==> config.mk <==
export PLATFORM = sky130hd
export DESIGN_NAME = control_tablero
export DESIGN_NICKNAME = d
export VERILOG_FILES = /design/src/rtl/control_tablero.sv
export SDC_FILE = /design/constraint.sdc
export NUM_CORES = 1
export LEC_CHECK = 0
export ABC_AREA = 1
export ABC_CLOCK_PERIOD_IN_PS = 1400
export BUFFER_PORTS_ARGS = -buffer_cell sky130_fd_sc_hd__buf_2
export CORE_ASPECT_RATIO = 1.4
export CORE_MARGIN = 3
export CORE_UTILIZATION = 47
export CTS_BUF_LIST = sky130_fd_sc_hd__clkbuf_2 sky130_fd_sc_hd__clkbuf_4 sky130_fd_sc_hd__clkbuf_8
export DETAILED_ROUTE_END_ITERATION = 6
export PLACE_DENSITY = 0.76
export SYNTH_ARGS = -nofsm -noshare
export SYNTH_HDL_FRONTEND = slang
export SYNTH_SLANG_ARGS = --single-unit
==> constraint.sdc <==
create_clock -name clk -period 1.4 [get_ports clk]
set_input_delay 0.14 -clock clk [delete_from_list [all_inputs] [get_ports clk]]
set_output_delay 0.14 -clock clk [all_outputs]
set_load 0.01 [all_outputs]
==> src/rtl/control_tablero.sv <==
// Move controller for the tic-tac-toe board: validates a requested cell, writes the
// current player's symbol, detects win/draw and alternates turns.
module control_tablero #(
    parameter logic [5:0] CODE_X = 6'b111000,
    parameter logic [5:0] CODE_O = 6'b000111
) (
    input  logic       clk,
    input  logic       reset,
    input  logic       nuevo_juego,
    input  logic       mover,
    input  logic [3:0] casilla,
    output logic [5:0] celda0,
    output logic [5:0] celda1,
    output logic [5:0] celda2,
    output logic [5:0] celda3,
    output logic [5:0] celda4,
    output logic [5:0] celda5,
    output logic [5:0] celda6,
    output logic [5:0] celda7,
    output logic [5:0] celda8,
    output logic       turno,
    output logic       listo,
    output logic       invalida,
    output logic       fin,
    output logic [1:0] ganador
);

    // state   | meaning
    // S_IDLE  | waiting for a move request
    // S_CHECK | validate latched cell, write symbol or reject
    // S_EVAL  | look for a completed line or a full board
    // S_FIN   | game over, held until board clear
    typedef enum logic [1:0] {S_IDLE, S_CHECK, S_EVAL, S_FIN} state_t;

    state_t      state_q, state_d;
    logic [3:0]  cas_q, cas_d;
    logic [5:0]  celda_q [9];
    logic [5:0]  celda_d [9];
    logic        turno_q, turno_d;
    logic [3:0]  cnt_q, cnt_d;
    logic        inval_q, inval_d;
    logic [1:0]  gan_q, gan_d;

    logic [5:0]  code_cur;
    logic        occupied;
    logic        win;

    function automatic logic line3(input logic [5:0] a, input logic [5:0] b,
                                   input logic [5:0] c, input logic [5:0] code);
        return (a == code) && (b == code) && (c == code);
    endfunction

    assign code_cur = turno_q ? CODE_O : CODE_X;

    always_comb begin
        occupied = 1'b0;
        for (int i = 0; i < 9; i++) begin
            if ((cas_q == i[3:0]) && (celda_q[i] != 6'd0)) occupied = 1'b1;
        end
    end

    always_comb begin
        win = line3(celda_q[0], celda_q[1], celda_q[2], code_cur) |
              line3(celda_q[3], celda_q[4], celda_q[5], code_cur) |
              line3(celda_q[6], celda_q[7], celda_q[8], code_cur) |
              line3(celda_q[0], celda_q[3], celda_q[6], code_cur) |
              line3(celda_q[1], celda_q[4], celda_q[7], code_cur) |
              line3(celda_q[2], celda_q[5], celda_q[8], code_cur) |
              line3(celda_q[0], celda_q[4], celda_q[8], code_cur) |
              line3(celda_q[2], celda_q[4], celda_q[6], code_cur);
    end

    always_comb begin
        state_d = state_q;
        cas_d   = cas_q;
        celda_d = celda_q;
        turno_d = turno_q;
        cnt_d   = cnt_q;
        inval_d = 1'b0;
        gan_d   = gan_q;
        case (state_q)
            S_IDLE: begin
                if (mover) begin
                    cas_d   = casilla;
                    state_d = S_CHECK;
                end
            end
            S_CHECK: begin
                if ((cas_q > 4'd8) || occupied) begin
                    inval_d = 1'b1;
                    state_d = S_IDLE;
                end else begin
                    for (int i = 0; i < 9; i++) begin
                        if (cas_q == i[3:0]) celda_d[i] = code_cur;
                    end
                    cnt_d   = (cnt_q >= 4'd9) ? 4'd9 : cnt_q + 4'd1;
                    state_d = S_EVAL;
                end
            end
            S_EVAL: begin
                // A completed line on the ninth move beats the draw.
                if (win) begin
                    gan_d   = turno_q ? 2'b10 : 2'b01;
                    state_d = S_FIN;
                end else if (cnt_q == 4'd9) begin
                    gan_d   = 2'b11;
                    state_d = S_FIN;
                end else begin
                    turno_d = ~turno_q;
                    state_d = S_IDLE;
                end
            end
            S_FIN:   state_d = S_FIN;
            default: state_d = S_IDLE;
        endcase
    end

    always_ff @(posedge clk) begin
        if (reset || nuevo_juego) begin
            state_q <= S_IDLE;
            cas_q   <= 4'd0;
            for (int i = 0; i < 9; i++) celda_q[i] <= 6'd0;
            turno_q <= 1'b0;
            cnt_q   <= 4'd0;
            inval_q <= 1'b0;
            gan_q   <= 2'b00;
        end else begin
            state_q <= state_d;
            cas_q   <= cas_d;
            celda_q <= celda_d;
            turno_q <= turno_d;
            cnt_q   <= cnt_d;
            inval_q <= inval_d;
            gan_q   <= gan_d;
        end
    end

    assign celda0   = celda_q[0];
    assign celda1   = celda_q[1];
    assign celda2   = celda_q[2];
    assign celda3   = celda_q[3];
    assign celda4   = celda_q[4];
    assign celda5   = celda_q[5];
    assign celda6   = celda_q[6];
    assign celda7   = celda_q[7];
    assign celda8   = celda_q[8];
    assign turno    = turno_q;
    assign listo    = (state_q == S_IDLE);
    assign invalida = inval_q;
    assign fin      = (state_q == S_FIN);
    assign ganador  = gan_q;

endmodule
# Word-level counts from Yosys, hierarchy flattened
# Index checks and enable logic that the tools add are counted.
# word_totals
regBits,68
in_bits,8
out_inout_bits,60
# classes
add_sub_neg,1
order_cmp,2
eq_ne,22
n_mux,20
bitwise_logic,12
reduce_logical,53
# ops
cell,n
$eq 6x6->1,9
$reduce_bool 6->1,9
$reduce_and 3->1,10
$logic_and 1x1->1,25
$eq 4x3->1 const B,4
$mux 2,7
$mux 1,10
$eq 4x2->1 const B,2
$eq 4x4->1 const B,2
$pmux 2 s4,1
$or 1x1->1,7
$mux 6,1
$reduce_and 2->1,3
$not 1->1,5
$add 4x1->4 const B,1
$eq 2x2->1 const B,2
$eq 4x1->1 const B,1
$ge 4x4->1 const B,1
$gt 4x4->1 const B,1
$logic_not 4->1,1
$mux 4,1
$eq 2x1->1 const B,1
$logic_not 2->1,1
$logic_or 1x1->1,2
other kinds (3),3

# Longest topological paths before layout
# logic_depth
ltp_word,14
depth_mapped,15

# Least setup slack after synthesis
# Ideal clock, no wire load.
# synth_path
kind,reg-to-reg
from,"reg turno_q, in the netlist turno"
to,"reg gan_q[0], in the netlist ganador[0]"
setup_time_ns,0.112
t_arrival_ns,1.398
t_required_ns,1.288
slack_ns,-0.110
path_stages_with_launch,15
path_cell_list,dfxtp_1 > buf_6 > inv_8 > nand2_1 > nand2_1 > nor2_1 > nand2_1 > nor2_1 > inv_1 > nand3_1 > nor2_1 > inv_1 > nand3_1 > nand2_1 > nor2_1
# synth_via
elab_chain_cells,13
word_cells_on_any_way,37
classes_between,eq/ne (9); mux (3); bitwise (7); reduce/logical (18)
# synth_rtl
element,line,text
"start, declared",39,"logic turno_q, turno_d;"
"start signal, assigned",131,turno_q <= turno_d;
$mux 6,53,assign code_cur = turno_q ? CODE_O : CODE_X;
$eq 6x6->1,50,return (a == code) && (b == code) && (c == code);
$logic_and 1x1->1 (2 in a row),50,
$or 1x1->1,63,"win = line3(celda_q[0], celda_q[1], celda_q[2], code_cur) |"
$or 1x1->1,64,"line3(celda_q[3], celda_q[4], celda_q[5], code_cur) |"
$or 1x1->1,65,"line3(celda_q[6], celda_q[7], celda_q[8], code_cur) |"
$or 1x1->1,66,"line3(celda_q[0], celda_q[3], celda_q[6], code_cur) |"
$or 1x1->1,67,"line3(celda_q[1], celda_q[4], celda_q[7], code_cur) |"
$or 1x1->1,68,"line3(celda_q[2], celda_q[5], celda_q[8], code_cur) |"
$or 1x1->1,69,"line3(celda_q[0], celda_q[4], celda_q[8], code_cur) |"
$reduce_bool 2->1 (no line),-,
$reduce_and 2->1 (no line),-,
"end signal, assigned",134,gan_q <= gan_d;
"end, declared",42,"logic [1:0] gan_q, gan_d;"
# Several ways; a longest one is shown, not always the timed one.
# A chain may end at the register's enable or synchronous reset.

# Final worst setup path
# layout_path
from,"reg turno_q, in the netlist turno"
to,"reg turno_q, in the netlist turno"
# layout_via
elab_chain_cells,13
word_cells_on_any_way,36
classes_between,eq/ne (9); mux (1); bitwise (9); reduce/logical (17)
# layout_rtl
element,line
$mux 6,53
$eq 6x6->1,50
$logic_and 1x1->1 (2 in a row),50
$or 1x1->1,63
$or 1x1->1,64
$or 1x1->1,65
$or 1x1->1,66
$or 1x1->1,67
$or 1x1->1,68
$or 1x1->1,69
$not 1->1 (no line),-
$reduce_and 3->1 (no line),-
# Several ways; a longest one is shown, not always the timed one.

==> flow_summary.toml <==
[status]
status = "finished with violations"
violations = "setup timing"

[global_routing]
grt_start_max_net_pins = 22
grt_pass1_wl_mm = 8.83
gr-total-overflow = 0
antenna_found_initial = 0
grt_pass1_vias = 2077
track_usage_pct = 20.7

[layout]
antenna_cells = 0
syn_to_final_growth_pct = 42.0
seq_area_um2 = 659
nets = 406
fillCellCount = 318
final_core_util_pct = 69.8
drive_gt1_share_pct = 51.3
multi_input_area_um2 = 1170

[clocking]
tritoncts = "yes"
cts_buffers = 5
htree_levels = 2
clkSinkCount = 32
ctsHoldBuffers = 0
path_clk_slew_ns = 0.07
cts_root_buf = "clkbuf_8"
clk_path_buf_depth = 2
clk_latency_ns = 0.29

[sta]
skew_ns = 0.00622
timing.slew.headroom_pct = 40.8
finalSetupTns_ns = -5.66
rsz0062_at_grt = "yes"
max_clock_freq_ghz = 0.581
hold_viol = 0
drv_slew = 0
tightest_slew_ns = 0.887
fin_crit_ns = 1.72
post-route-period-util_pct = 123
layout_setup_ws_ns = -0.320
fin_hold_ws_ns = 0.127
setup_violations = 28

[place]
io_buffers = 67
dpl.hpwl_mm = 3.76
place.gp.congestion = 0.835

[worst_setup_path]
endpoint_kind = "flop"
cp-start-kind = "flop"
crit_path_max_fanout = 6
cp.required_ns = 1.54
arrival_ns = 1.86
crit_type = "reg2reg"

[die]
rows = 28
core_area_um2 = 4240
die_w_um = 62.3
dieArea_um2 = 5280
top_level_ports = 68
start_util_pct = 49.1
fp.dieH_um = 84.8

[routing]
route.detailed.wl_per_inst_um = 13.4
drc_errors = 0
first_pass_iters = 4
avgViaCountPerCell = 5.02
antenna_left = 0
via_count = 2290
wl_mm = 6.12
drt-initial-drc-count = 123

[synthesis]
synth_mux_area_share_pct = 0
synthAdderAreaFrac_pct = 1.80
ys_seq_area_share_pct = 30.8
synth_compound_area_share_pct = 11.0
synth_seq_cells = 32
syn_nets = 330
synth_top_family_by_area = "simple AND/OR/NAND/NOR gates"
synth_xor_area_share_pct = 0.420
synth_cells = 319
synth-simple-area-share_pct = 30.4
avgSynthCellArea_um2 = 6.53
synth.distinct_cells = 27
yosysWarnings = 0
synth.cell_area_um2 = 2080

[power]
p_leak_nw = 1.50
finalPower_mw = 1.94
power.density_nw_per_um2 = 655
ir_worst_vdd_uv = 638

[worst_hold_path]
hp-class = "in2reg"

[run]
maxCapViolations = 0
[registers in the layout (all words and copies together), names as in the netlist]
register	count
celda0	2
celda7	2
cas_q	4
celda6	2
state_q	2
ganador	2
celda1	2
cnt_q	4
celda3	2
celda4	2
turno	1
celda8	2
celda2	2
invalida	1
celda5	2
[per-stage QoR]
step,worst slack (ns),std cells,instance area (µm²)
2_1_floorplan,-0.0433,319,2120
3_3_place_gp,-0.204,444,2530
3_5_place_dp,-0.207,444,2530
4_1_cts,-0.180,454,2750
5_1_grt,-0.418,456,2960
6_report,-0.320,456,2960
[routing by layer]
layer	share of wire, %	GRT usage, %	wire, µm	vias up
li1	-	-	-	1119
met2	54	38.5	3280	108
met3	6.1	4.28	374	24
met5	0	0	0	-
met1	37	21.3	2240	1039
met4	3.7	12.0	226	0
[critical path, cell delays in order, from the launching register on]
cell	delay, ns
dfxtp_4	0.39
buf_12	0.15
buf_4	0.17
nor2_2	0.12
a21oi_1	0.06
nand2_1	0.09
inv_1	0.06
nand2_2	0.08
nand3_2	0.10
nor2_4	0.13
nand4_1	0.08
nand2_1	0.09
nor2_1	0.05
[timing repair]
item | CTS | global route
endpoints found under the hold margin | 0 | 0
resized for setup | 28 | 56
buffers inserted | 1 | 1
pin swaps | 4 | 18
endpoints found under the setup margin | 28 | 28
cloned | 1 | 1
[area by class of cell]
| cell class | count | area share (%) |
|---|---|---|
| multi-input cells | 194 | 39.7 |
| well taps | 60 | 2.54 |
| inverters | 48 | 6.68 |
| clock buffers | 8 | 3.30 |
| repair buffers | 114 | 25.5 |
| flip-flops and latches | 32 | 22.3 |
[synthesized netlist by cell type]
library cell / count / share of area (%)
nor3_1: 6 / 1.4
ha_1: 3 / 1.8
nand4_1: 5 / 1.5
nand3_2: 2 / 0.96
clkbuf_1: 2 / 0.36
nand2_1: 73 / 13
nand3b_1: 1 / 0.36
nor2_2: 2 / 0.60
nor2_4: 1 / 0.54
inv_1: 44 / 7.9
or2_2: 1 / 0.30
a211oi_1: 1 / 0.36
o21ai_0: 10 / 2.4
nand2_2: 3 / 0.90
clkbuf_4: 1 / 0.36
a31oi_1: 1 / 0.30
o21ai_1: 3 / 0.72
xor2_1: 1 / 0.42
inv_2: 3 / 0.54
buf_6: 5 / 2.7
inv_8: 1 / 0.54
a21oi_1: 30 / 7.2
buf_4: 36 / 13
buf_2: 1 / 0.24
nand3_1: 24 / 5.8
dfxtp_1: 32 / 31
nor2_1: 27 / 4.9
[power by group]
group	switching, mW	total (mW)	leakage [nW]	internal [mW]
combinational	0.130	0.216	1.19	0.0865
sequential	0.0178	0.932	0.262	0.914
clock	0.351	0.790	0.0523	0.440
total	0.498	1.94	1.50	1.44
[layout by cell type, fill, tap and decap left out, types with 2 or more instances in the layout]
cell,instances
o21ai_1,4
nand2_1,55
dfxtp_4,5
inv_4,2
o21ai_0,7
nand3_4,2
nand3_1,17
nor3_2,2
buf_2,67
ha_1,3
nand4_1,5
inv_2,8
buf_4,42
nor2_1,14
clkbuf_8,6
nor2_2,9
a21oi_1,21
o21ai_2,2
dfxtp_1,27
nor2_4,7
nand3_2,7
nor3_4,3
clkbuf_4,2
nand2_2,19
inv_1,36
a21oi_2,9
buf_12,2
[logic make-up (layout without fill, tap and decap cells)]
kind of cell | Yosys count | in the layout
adder cells (fa/ha/maj) | 3 | 3
AO/OA/AOI/OAI | 45 | 45
XOR/XNOR | 1 | 1
buffers and inverters | 93 | 170
flip-flops | 32 | 32
AND/OR/NAND/NOR | 145 | 145
[path summary, 6_finish.rpt]
path                      to  depth (start not counted)       start  slack (ns)
setup / recovery       turno                         12       turno       -0.32
setup reg to reg       turno                         12       turno       -0.32
hold / removal      cas_q[0]                          3  casilla[0]        0.13
hold reg to reg   ganador[0]                          2  ganador[0]        0.48
Note: power is estimated with default switching activity, not from simulation.
